File: src/rtl/alu_seq.sv
`default_nettype none
// ============================================================================
//  Module   : alu_seq
//  Brief    : Multi-cycle ALU with valid/ready handshakes, barrel shifts,
//             iterative shift-add multiplier and restoring divider, full NZCV.
//             Optional divider is built when ALU_DIV_EN is defined; without
//             it DIV completes in one cycle with result 0 and nzcv 4'b0101.
//  Revision : 1.0  initial release
// ============================================================================
module alu_seq #(
    parameter int WIDTH   = 16,
    parameter int SHAMT_W = 4
) (
    input  logic             clk,
    input  logic             rst_n,
    input  logic             in_valid,
    output logic             in_ready,
    input  logic [4:0]       op,
    input  logic [WIDTH-1:0] a,
    input  logic [WIDTH-1:0] b,
    input  logic             c_in,
    output logic             out_valid,
    input  logic             out_ready,
    output logic [WIDTH-1:0] result,
    output logic [3:0]       nzcv
);

    localparam logic [4:0] c_OP_ADD  = 5'b00000;
    localparam logic [4:0] c_OP_SUB  = 5'b00001;
    localparam logic [4:0] c_OP_MUL  = 5'b00010;
    localparam logic [4:0] c_OP_DIV  = 5'b00011;
    localparam logic [4:0] c_OP_AND  = 5'b00100;
    localparam logic [4:0] c_OP_NAND = 5'b00101;
    localparam logic [4:0] c_OP_OR   = 5'b00110;
    localparam logic [4:0] c_OP_NOR  = 5'b00111;
    localparam logic [4:0] c_OP_XOR  = 5'b01000;
    localparam logic [4:0] c_OP_XNOR = 5'b01001;
    localparam logic [4:0] c_OP_SHL  = 5'b01010;
    localparam logic [4:0] c_OP_SHR  = 5'b01011;
    localparam logic [4:0] c_OP_ROL  = 5'b01100;
    localparam logic [4:0] c_OP_ROR  = 5'b01101;
    localparam logic [4:0] c_OP_ASR  = 5'b01110;
    localparam logic [4:0] c_OP_CMP  = 5'b01111;

    localparam logic [1:0] c_ST_IDLE = 2'd0;
    localparam logic [1:0] c_ST_BUSY = 2'd1;
    localparam logic [1:0] c_ST_DONE = 2'd2;

    localparam logic [SHAMT_W-1:0] c_CNT_LAST = SHAMT_W'(WIDTH - 1);

    logic [1:0]           r_state;
    logic [1:0]           w_state_next;
    logic [SHAMT_W-1:0]   r_cnt;
    logic [2*WIDTH-1:0]   r_prod;     // MUL: {partial hi, multiplier}; DIV: {remainder, quotient}
    logic [WIDTH-1:0]     r_opd;      // MUL: multiplicand; DIV: divisor
    logic                 w_accept;
    logic                 w_start_iter;
    logic                 w_last;

    // single-cycle datapath wires
    logic [SHAMT_W-1:0]   w_shamt;
    logic                 w_shamt_nz;
    logic [WIDTH:0]       w_add_full;
    logic [WIDTH:0]       w_sub_full;
    logic [WIDTH:0]       w_shl_full;
    logic [WIDTH:0]       w_shr_full;
    logic [WIDTH:0]       w_asr_full;
    logic [WIDTH-1:0]     w_rol;
    logic [WIDTH-1:0]     w_ror;
    logic [WIDTH-1:0]     w_res;
    logic                 w_c;
    logic                 w_v;
    logic [3:0]           w_nzcv;

    // iterative datapath wires
    logic [WIDTH:0]       w_mul_sum;
    logic [2*WIDTH-1:0]   w_mul_next;
    logic [2*WIDTH-1:0]   w_iter_next;
    logic [WIDTH-1:0]     w_iter_res;
    logic                 w_iter_c;
    logic [3:0]           w_iter_nzcv;

`ifdef ALU_DIV_EN
    logic                 r_is_mul;
    logic [WIDTH:0]       w_div_shift;
    logic [WIDTH:0]       w_div_trial;
    logic                 w_div_ge;
    logic [2*WIDTH-1:0]   w_div_next;
`endif

    assign w_accept = in_valid & in_ready;
    assign w_last   = (r_cnt == c_CNT_LAST);
`ifdef ALU_DIV_EN
    assign w_start_iter = (op == c_OP_MUL) || ((op == c_OP_DIV) && (b != '0));
`else
    assign w_start_iter = (op == c_OP_MUL);
`endif

    // state register
    always_ff @(posedge clk or negedge rst_n) begin
        if (!rst_n) r_state <= c_ST_IDLE;
        else        r_state <= w_state_next;
    end

    // next-state logic
    always_comb begin
        w_state_next = r_state;
        case (r_state)
            c_ST_IDLE: if (w_accept) w_state_next = w_start_iter ? c_ST_BUSY : c_ST_DONE;
            c_ST_BUSY: if (w_last)   w_state_next = c_ST_DONE;
            c_ST_DONE: if (out_ready) w_state_next = c_ST_IDLE;
            default:   w_state_next = c_ST_IDLE;
        endcase
    end

    // handshake outputs decoded from state
    always_comb begin
        in_ready  = (r_state == c_ST_IDLE);
        out_valid = (r_state == c_ST_DONE);
    end

    assign w_shamt    = b[SHAMT_W-1:0];
    assign w_shamt_nz = |w_shamt;
    assign w_add_full = {1'b0, a} + {1'b0, b} + {{WIDTH{1'b0}}, c_in};
    assign w_sub_full = {1'b0, a} - {1'b0, b};
    // An extra guard bit on the far side of each shifter catches the last bit shifted out
    assign w_shl_full = {1'b0, a} << w_shamt;
    assign w_shr_full = {a, 1'b0} >> w_shamt;
    assign w_asr_full = $signed({a, 1'b0}) >>> w_shamt;

    // rotators: index arithmetic wraps modulo WIDTH because WIDTH is a power of two
    always_comb begin
        w_rol = '0;
        w_ror = '0;
        for (int i = 0; i < WIDTH; i++) begin
            w_rol[i] = a[SHAMT_W'(i) - w_shamt];
            w_ror[i] = a[SHAMT_W'(i) + w_shamt];
        end
    end

    // single-cycle result and carry/overflow selection
    always_comb begin
        w_res = '0;
        w_c   = 1'b0;
        w_v   = 1'b0;
        case (op)
            c_OP_ADD: begin
                w_res = w_add_full[WIDTH-1:0];
                w_c   = w_add_full[WIDTH];
                w_v   = (a[WIDTH-1] == b[WIDTH-1]) && (w_res[WIDTH-1] != a[WIDTH-1]);
            end
            c_OP_SUB, c_OP_CMP: begin
                w_res = w_sub_full[WIDTH-1:0];
                w_c   = ~w_sub_full[WIDTH];
                w_v   = (a[WIDTH-1] != b[WIDTH-1]) && (w_res[WIDTH-1] != a[WIDTH-1]);
            end
`ifdef ALU_DIV_EN
            // only divide-by-zero reaches this single-cycle path
            c_OP_DIV: begin
                w_res = '1;
                w_v   = 1'b1;
            end
`else
            c_OP_DIV: begin
                w_res = '0;
                w_v   = 1'b1;
            end
`endif
            c_OP_AND:  w_res = a & b;
            c_OP_NAND: w_res = ~(a & b);
            c_OP_OR:   w_res = a | b;
            c_OP_NOR:  w_res = ~(a | b);
            c_OP_XOR:  w_res = a ^ b;
            c_OP_XNOR: w_res = ~(a ^ b);
            c_OP_SHL: begin
                w_res = w_shl_full[WIDTH-1:0];
                w_c   = w_shl_full[WIDTH];
            end
            c_OP_SHR: begin
                w_res = w_shr_full[WIDTH:1];
                w_c   = w_shr_full[0];
            end
            c_OP_ASR: begin
                w_res = w_asr_full[WIDTH:1];
                w_c   = w_asr_full[0];
            end
            c_OP_ROL: begin
                w_res = w_rol;
                w_c   = w_shamt_nz & w_rol[0];
            end
            c_OP_ROR: begin
                w_res = w_ror;
                w_c   = w_shamt_nz & w_ror[WIDTH-1];
            end
            default: w_res = '0;
        endcase
    end

    assign w_nzcv = {w_res[WIDTH-1], (w_res == '0), w_c, w_v};

    // shift-add step: conditionally add multiplicand into the high half, then shift right
    assign w_mul_sum  = r_prod[0] ? ({1'b0, r_prod[2*WIDTH-1:WIDTH]} + {1'b0, r_opd})
                                  : {1'b0, r_prod[2*WIDTH-1:WIDTH]};
    assign w_mul_next = {w_mul_sum, r_prod[WIDTH-1:1]};

`ifdef ALU_DIV_EN
    // restoring step: shift next dividend bit into remainder, subtract when it fits
    assign w_div_shift = r_prod[2*WIDTH-1:WIDTH-1];
    assign w_div_trial = w_div_shift - {1'b0, r_opd};
    assign w_div_ge    = ~w_div_trial[WIDTH];
    assign w_div_next  = {(w_div_ge ? w_div_trial[WIDTH-1:0] : w_div_shift[WIDTH-1:0]),
                          r_prod[WIDTH-2:0], w_div_ge};
    assign w_iter_next = r_is_mul ? w_mul_next : w_div_next;
    assign w_iter_c    = r_is_mul & (|w_iter_next[2*WIDTH-1:WIDTH]);
`else
    assign w_iter_next = w_mul_next;
    assign w_iter_c    = |w_iter_next[2*WIDTH-1:WIDTH];
`endif

    assign w_iter_res  = w_iter_next[WIDTH-1:0];
    assign w_iter_nzcv = {w_iter_res[WIDTH-1], (w_iter_res == '0), w_iter_c, 1'b0};

    // operand capture, iteration and result registers
    always_ff @(posedge clk or negedge rst_n) begin
        if (!rst_n) begin
            r_cnt    <= '0;
            r_prod   <= '0;
            r_opd    <= '0;
            result   <= '0;
            nzcv     <= '0;
`ifdef ALU_DIV_EN
            r_is_mul <= 1'b0;
`endif
        end else if (w_accept) begin
            r_cnt <= '0;
            if (w_start_iter) begin
                r_prod   <= {{WIDTH{1'b0}}, ((op == c_OP_MUL) ? b : a)};
                r_opd    <= (op == c_OP_MUL) ? a : b;
`ifdef ALU_DIV_EN
                r_is_mul <= (op == c_OP_MUL);
`endif
            end else begin
                result <= w_res;
                nzcv   <= w_nzcv;
            end
        end else if (r_state == c_ST_BUSY) begin
            r_prod <= w_iter_next;
            r_cnt  <= r_cnt + SHAMT_W'(1);
            if (w_last) begin
                result <= w_iter_res;
                nzcv   <= w_iter_nzcv;
            end
        end
    end

endmodule
`default_nettype wire

File: config.mk
export PLATFORM = sky130hd
export DESIGN_NAME = alu_seq
export DESIGN_NICKNAME = d
export VERILOG_FILES = /design/src/rtl/alu_seq.sv
export SDC_FILE = /design/constraint.sdc
export NUM_CORES = 1
export LEC_CHECK = 0
export BUFFER_PORTS_ARGS = -buffer_cell sky130_fd_sc_hd__buf_4
export CAP_MARGIN = 25
export CORE_ASPECT_RATIO = 0.5
export CORE_MARGIN = 10
export CORE_UTILIZATION = 55
export CTS_BUF_LIST = sky130_fd_sc_hd__clkbuf_8
export DETAILED_ROUTE_END_ITERATION = 8
export MAX_ROUTING_LAYER = met4
export PLACE_DENSITY = 0.72
export SLEW_MARGIN = 20
export SYNTH_ARGS = -nofsm -noshare
export SYNTH_HDL_FRONTEND = slang
export SYNTH_SLANG_ARGS = --single-unit
File: constraint.sdc
create_clock -name clk -period 6.15 [get_ports clk]
set_input_delay 0.615 -clock clk [delete_from_list [all_inputs] [get_ports clk]]
set_output_delay 0.615 -clock clk [all_outputs]
set_load 0.01 [all_outputs]
After elaboration in Yosys (flattened, before gate mapping):

Index checks and enable logic that the tools add are counted.

* add/sub/neg operators: 36
* $mul: 0
* divide/modulo/power cells: 0
* $lt $le $gt $ge: 32
* equal/unequal tests: 27
* shift-type cells: 3
* muxes and demuxes: 86
* bitwise gates (word level): 10
* reductions and logical operators: 15

Operators by type and width (count)
* 16-bit one-hot mux with 13 select lines: 1
* 4-bit by 5-bit < comparator with 1-bit output (second input constant): 32
* 1-bit binary-select mux with 4-bit select: 32
* 32-bit 2-to-1 mux: 3
* 16-bit 2-to-1 mux: 4
* 16-bit NOT: 3
* 5-bit by 4-bit == test with 1-bit output (second input constant): 8
* 16-bit by 16-bit adder with 17-bit output: 2
* 4-bit adder (first input constant): 8
* 16-bit zero test: 2
* 1-bit 2-to-1 mux: 32
* 4-bit subtractor (first input constant): 8
* 4-bit 2-to-1 mux: 6
* 5-bit by 3-bit == test with 1-bit output (second input constant): 4
* 17-bit by 1-bit adder with 17-bit output: 1
* 17-bit 2-to-1 mux: 1
* 16-bit by 4-bit << shifter with 17-bit output: 1
* 17-bit by 4-bit >> shifter with 17-bit output: 1
* 17-bit by 4-bit >>> shifter with 17-bit output: 1
* 16-bit by 16-bit subtractor with 17-bit output: 1
* 3-bit by 4-bit adder with 4-bit output (first input constant): 4
* 16-bit AND: 1
* 16-bit bitwise OR: 1
* 16-bit OR reduction: 1
* other kinds (30): 51

* register bits after elaboration: 74
* bits in latches: 0
* bits in writable memories: 0
* bits in read-only memories: 0
* input bits: 42
* output and inout bits: 22
* logic and storage cells: 215
* memories kept: 0

Longest topological paths before layout:

Gate-level depths: netlist of the first run.

* depth after elaboration: 7
* depth in mapped cells: 18
* depth with buffers taken out: 14

Worst setup path after synthesis of the first run:

OpenSTA, ideal clock, no wires.

* path kind: input to register
* start: in b[2]
* end: reg nzcv[2]
* setup time: 95 ps
* arrival time: 4428 ps
* data required time: 6055 ps
* setup slack: 1626 ps
* stages on the path: 15
* path buffers: 3
* cells stage by stage: inv_2 -> buf_1 -> clkbuf_1 -> ha_1 -> buf_1 -> mux4_2 -> mux4_2 -> nand2_1 -> o311ai_1 -> or4_1 -> nor3_1 -> nand4b_1 -> nor4_2 -> nand4_1 -> o32ai_2

* longest elaborated chain between the ends: 7
* elaborated cells between the ends (all ways): 111
* those cells by class: add/sub: 34; shift: 3; mux: 67; bitwise: 6; reduce/logical: 1

RTL lines
* start: declaration: line 20 `input logic [WIDTH-1:0] b,`
* parallel branches: the longest is 3 deep, another holds 16-bit by 16-bit adder with 17-bit output
* 16-bit one-hot mux with 13 select lines *: line 146 `case (op)`
* 16-bit zero test *: line 199 `assign w_nzcv = {w_res[WIDTH-1], (w_res == '0), w_c, w_v};`
* 4-bit 2-to-1 mux *: line 236 `if (w_start_iter) begin`
* 4-bit 2-to-1 mux *: line 234 `end else if (w_accept) begin`
* end signal: assignment: line 244 `nzcv <= w_nzcv;`
* end signal: assignment: line 251 `nzcv <= w_iter_nzcv;`
* end: declaration: line 25 `output logic [3:0] nzcv`

Every way passes the cells marked *. The select of a mux whose other input is x is not followed.
A chain may end at the register's enable or synchronous reset.

Worst setup path in the final report of the first run:

* start: in b[0]
* end: reg nzcv[2]

The elaborated chain is that of the path after synthesis.

==> results of run 1 <==
final timing paths:
path / startpoint / end / slack, ns / cells after the start
max: b[0] / nzcv[2] / 1.65 / 13
min: rst_n / r_state[1] / 0.39 / 1
max reg2reg: r_prod[16] / nzcv[1] / 2.70 / 12
min reg2reg: result[14] / result[14] / 0.48 / 2
max in group asynchronous: rst_n / r_prod[27] / 5.17 / 1
min in group clk: out_ready / r_state[1] / 0.43 / 2
cell usage after synthesis (15+ instances only):
| master | count | area (um2) |
|---|---|---|
| o211ai_1 | 15 | 113 |
| a21oi_1 | 72 | 360 |
| nand3_1 | 39 | 195 |
| inv_1 | 66 | 248 |
| clkbuf_1 | 75 | 282 |
| buf_2 | 15 | 75.1 |
| nor2_1 | 64 | 240 |
| mux4_2 | 60 | 1350 |
| nor3_1 | 24 | 120 |
| ha_1 | 76 | 951 |
| a211oi_1 | 16 | 120 |
| xnor2_1 | 25 | 219 |
| and2_1 | 19 | 119 |
| o22ai_1 | 23 | 144 |
| dfrtp_1 | 73 | 1830 |
| nand2_1 | 142 | 533 |
| nor2b_1 | 19 | 119 |
| o21ai_0 | 105 | 526 |
| mux2i_1 | 68 | 681 |
sequential cells by signal, summed over array words and instances, names as in the netlist:
name and cells:
r_state 2, r_opd 16, nzcv 3, result 16
r_cnt 4, r_prod 32
worst max-delay path, cell delays in order:
cell	delay, ns
buf_4	0.28
inv_4	0.22
ha_1	0.80
mux4_2	0.63
mux2i_1	0.21
mux2_1	0.17
o22ai_1	0.09
nor4b_1	0.71
nor3b_1	0.26
nand4b_1	0.14
nor4_2	0.21
nand4_1	0.15
o32ai_2	0.28
power by group:
group	switching (W)	internal [W]
clock	0.000196	0.000203
sequential	0.000153	0.000628
combinational	0.000937	0.000667
final cells by class:
cell class	instances	share of cell area, %
inverter	71	2.33
tap	266	2.89
multi-input combinational	1073	72.0
timing repair buffer	79	5.12
clock inverter	6	0.629
sequential	73	15.8
clock buffer	10	1.19
layout by cell type (no fill, tap or decap), types with 5 or more instances in the layout:
cell and n:
nand2_1 142, o21ai_0 105, buf_4 78, ha_1 76, dfrtp_1 73, a21oi_1 72, mux2i_1 68, inv_1 66
nor2_1 64, mux4_2 60, nand3_1 39, xnor2_1 25, nor3_1 24, o22ai_1 23, and2_1 19, nor2b_1 19
a211oi_1 16, o211ai_1 15, a21o_1 14, a22oi_1 14, nand4_1 14, o31ai_1 14, xor2_1 14, nand2b_1 13
a31oi_1 13, mux2_2 13, and3_1 12, a221oi_1 12, or3_1 12, a221o_1 12, clkbuf_8 10, o21ai_1 9
or2_2 9, o221ai_1 8, a22o_1 8, a2111oi_0 8, nor3b_1 7, nor4_1 6, o21bai_1 6, o2111ai_1 5
routing by layer:
metal / routed length [um] / GRT usage (%) / part of all wire, %
met5: 0 / - / 0
met4: 1300 / 9.25 / 3.0
met3: 5460 / 7.20 / 13
met2: 18200 / 46.6 / 42
met1: 18400 / 46.7 / 43
metrics by stage:
| stage | instances | setup WS, ns | power (W) | hold WS (ns) | instance area (um2) |
|---|---|---|---|---|---|
| detailed placement | 1561 | 1.44 | 0.00234 | 0.475 | 11300 |
| global placement | 1561 | 1.58 | 0.00229 | 0.466 | 11300 |
| CTS | 1577 | 1.83 | 0.00275 | 0.397 | 11500 |
| global route | 1578 | 1.44 | 0.00297 | 0.411 | 11500 |
| floorplan | 1325 | 1.63 | 0.00185 | 0.319 | 10900 |
| finish | 1578 | 1.65 | 0.00279 | 0.392 | 11500 |
logic make-up (layout without fill, tap and decap cells):
group           count (synthesis)  count (layout)
simple gates                  406             406
buf+inv                       179             166
compound gates                403             403
fa+ha+maj                      80              80
mux                           144             144
xor+xnor                       40              40
flops                          73              73
==> flow_metrics.py, run 1 <==
metrics = {
    "timing": {
        "fmax_mhz": 222,
        "fin_skew_ns": 0.0106,
        "rsz0062_at_grt": "false",
        "max-slew-margin-rel_pct": 29.0,
        "final-setup-viol-count": 0,
        "finalCritPeriodShare_pct": 73.2,
        "hold_viol_final": 0,
        "finalSetupTns_ns": 0,
        "worst_pin_slew_ns": 1.04,
        "fin_crit_ns": 4.50,
        "drv_slew": 0,
    },
    "logic_synthesis": {
        "synth.distinct_cells": 84,
        "syn_nets": 1447,
        "ys.flop_type": "dfrtp_1",
        "synth_simple_gate_area_share_pct": 18.6,
        "synth_top_family_by_area": "compound AO/OA/AOI/OAI gates",
        "syn-mean-instance-area_um2": 8.19,
        "synth_edf_count": 0,
        "synth-async-reset-ratio_pct": 100,
        "yosysWarnings": 0,
        "synth_compound_area_share_pct": 24.7,
        "ys_ff_latch": 73,
        "synthMuxAreaShare_pct": 20.4,
        "synthAdderAreaFrac_pct": 9.50,
        "synth_area_um2": 10900,
        "synth_seq_area_share_pct": 16.8,
        "netlist_instances": 1325,
        "synth-xor-area-share_pct": 3.30,
    },
    "placed_design": {
        "hpwl_mm": 32.6,
        "port_buffers": 63,
        "gp_congestion": 1.08,
    },
    "final_layout": {
        "fin_nets": 1429,
        "area_growth_pct": 6.28,
        "n_antenna_cell": 0,
        "multiInputGateArea_um2": 8310,
        "fillers": 1748,
        "utilization_pct": 59.4,
        "drive_gt1_share_pct": 14.3,
        "regArea_um2": 1830,
    },
    "routing": {
        "drt_iter0_markers": 1773,
        "routed_wl_mm": 43.4,
        "viasPerCell": 7.24,
        "route.vias.total": 11400,
        "antenna_left": 0,
        "drtPass1Iterations": 6,
        "drcViolationCount": 0,
        "wl_per_cell_um": 27.5,
    },
    "clocking": {
        "clkTransAtPathRegs_ns": 0.09,
        "tritoncts": "built",
        "cts_resized": 0,
        "cts_hold_buffers": 0,
        "cts_buffers": 9,
        "clk_latency_ns": 0.37,
        "htreeDepth": 3,
        "cts_root_buf": "clkbuf_8",
        "clk_path_buf_depth": 2,
        "clock-sinks": 73,
        "postCtsSetupRepairBufs": 0,
    },
    "floorplanning": {
        "dieArea_um2": 26100,
        "num_io_pins": 64,
        "row_count": 36,
        "initial_core_util_pct": 55.9,
        "core-area_um2": 19400,
        "die_y_um": 119,
        "dieWidth_um": 219,
    },
    "global_routing": {
        "grt_pass1_wl_mm": 65.5,
        "grt_pass1_vias": 10600,
        "grt.total_usage_pct": 33.1,
        "grt.overflow.total": 0,
        "grt_max_degree": 74,
        "antenna_found_initial": 0,
    },
    "power": {
        "peakVddDrop_uv": 128,
        "power.static_leakage_nw": 4.98,
        "p_per_area_nw_per_um2": 241,
    },
    "critical_path": {
        "worst-path-max-fanout": 27,
        "cp.arrival_ns": 4.78,
        "cp.required_ns": 6.43,
        "end_kind": "flip-flop",
        "path_class": "input pin to flip-flop",
        "critPathLaunchType": "input pin",
    },
    "run": {
        "cap_viol_max_count": 0,
    },
    "status": {
        "status": "complete, no violations",
    },
    "min_path": {
        "hold_path_class": "input pin to asynchronous set/reset pin",
    },
}
Power figures use the tool's default switching activity.
==> inputs of run 2 (changes only) <==
clock period = 4.25 ns   (was 6.15 ns; I/O delays follow)
==> flow_metrics.py, run 2 (synthesized netlist as in run 1, its figures left out) <==
metrics = {
    "status": {
        "status": "complete, no violations",
    },
    "routing": {
        "wl_per_cell_um": 27.7,
        "antenna_left": 0,
        "drt_iter0_markers": 2062,
        "drtPass1Iterations": 8,
        "viasPerCell": 7.18,
        "route.vias.total": 11600,
        "drcViolationCount": 0,
        "routed_wl_mm": 44.8,
    },
    "clocking": {
        "clock-sinks": 73,
        "postCtsSetupRepairBufs": 0,
        "clk_latency_ns": 0.35,
        "cts_buffers": 9,
        "cts_resized": 0,
        "clkTransAtPathRegs_ns": 0.09,
        "tritoncts": "built",
        "clk_path_buf_depth": 2,
        "htreeDepth": 3,
        "cts_hold_buffers": 0,
        "cts_root_buf": "clkbuf_8",
    },
    "power": {
        "peakVddDrop_uv": 227,
        "power.static_leakage_nw": 5.15,
        "p_per_area_nw_per_um2": 349,
    },
    "floorplanning": {
        "die_y_um": 119,
        "dieWidth_um": 219,
        "core-area_um2": 19400,
        "row_count": 36,
        "initial_core_util_pct": 55.9,
        "dieArea_um2": 26100,
        "num_io_pins": 64,
    },
    "placed_design": {
        "gp_congestion": 1.11,
        "dp_cells": 1594,
        "port_buffers": 63,
        "hpwl_mm": 34.3,
        "placed_area_um2": 11600,
    },
    "final_layout": {
        "utilization_pct": 60.9,
        "top_register": "r_prod",
        "fin_nets": 1462,
        "design_area_um2": 11800,
        "fin_cells": 1615,
        "drive_gt1_share_pct": 16.4,
        "area_growth_pct": 8.96,
        "largest_register_ffs": 32,
        "final_common_cell": "nand2_1",
        "top_regs": "r_prod: 32 flops, r_opd: 16 flops, result: 16 flops",
        "fillers": 1751,
        "layout_common_cells": "142 x nand2_1, 109 x buf_4, 105 x o21ai_0",
    },
    "critical_path": {
        "cp.required_ns": 4.52,
        "path_class": "input pin to flip-flop",
        "worst-path-max-fanout": 12,
        "end_kind": "flip-flop",
        "critPathLaunchType": "input pin",
        "cp.arrival_ns": 3.90,
    },
    "timing": {
        "fmax_mhz": 275,
        "finalCritPeriodShare_pct": 85.6,
        "fin_skew_ns": 0.0156,
        "rsz0062_at_grt": "false",
        "drv_slew": 0,
        "finalSetupTns_ns": 0,
        "hold_viol_final": 0,
        "fin_crit_ns": 3.64,
        "max-slew-margin-rel_pct": 35.9,
        "final-setup-viol-count": 0,
        "worst_pin_slew_ns": 0.938,
    },
    "global_routing": {
        "grt.overflow.total": 0,
        "antenna_found_initial": 2,
        "grt_pass1_vias": 10600,
        "grt_pass1_wl_mm": 66.9,
        "grt_max_degree": 74,
        "grt.total_usage_pct": 34.0,
    },
    "min_path": {
        "hold_path_class": "input pin to asynchronous set/reset pin",
    },
    "run": {
        "cap_viol_max_count": 0,
    },
}
## run 2: changes by cell type in the layout (fill, tap and decap cells not counted), sizes merged
cell / delta
buf: +33
bufinv: +1
clkbuf: -1
clkinv: +1
diode: +4
inv: -1
## run 2: cell type report
class / count / area [um2] / area share [%]
Antenna cell: 4 / 10.0 / 0.0846
Multi-Input combinational cell: 1073 / 8310 / 70.2
Inverter: 71 / 269 / 2.27
Clock buffer: 9 / 124 / 1.05
Timing Repair Buffer: 112 / 863 / 7.30
Tap cell: 266 / 333 / 2.81
Sequential cell: 73 / 1830 / 15.4
Clock inverter: 7 / 93.8 / 0.794
## run 2: power by group
part / internal [W] / switching [W] / total, W
Clock: 0.000331 / 0.000278 / 0.000608
Combinational: 0.00100 / 0.00139 / 0.00239
Sequential: 0.000909 / 0.000220 / 0.00113
## run 2: through the flow
stage,power [W],worst slack [ns],hold WS (ns)
floorplan,0.00268,0.0614,0.129
global placement,0.00337,0.452,0.465
detailed placement,0.00345,0.363,0.472
CTS,0.00406,0.739,0.227
global route,0.00437,0.412,0.270
finish,0.00413,0.613,0.200
## run 2: path summary, 6_finish.rpt
kind	start	endpoint	slack [ns]	cells past startpoint
setup / recovery	b[0]	nzcv[2]	0.61	15
hold / removal	rst_n	r_state[1]	0.20	1
setup reg to reg	r_prod[16]	nzcv[1]	0.75	12
hold reg to reg	result[9]	result[9]	0.49	2
max in group asynchronous	rst_n	r_opd[7]	3.43	1
min in group clk	out_ready	r_state[1]	0.26	2
## run 2: metal layers
| layer | track usage, % | up-vias | part of all wire [%] |
|---|---|---|---|
| li1 | - | 5032 | - |
| met1 | 45.8 | 5552 | 41 |
| met2 | 46.9 | 898 | 41 |
| met3 | 11.3 | 117 | 15 |
| met4 | 10.6 | 0 | 3.4 |
| met5 | - | - | 0 |
## run 2: critical path, cell delays in order
cell      delay (ns)
buf_4           0.23
inv_4           0.05
ha_1            0.53
buf_4           0.26
mux4_2          0.34
mux2i_1         0.23
mux2_1          0.17
o22ai_1         0.13
nor4b_1         0.40
buf_4           0.18
nor3b_1         0.18
nand4b_1        0.17
nor4_2          0.16
nand4_1         0.15
o32ai_2         0.28
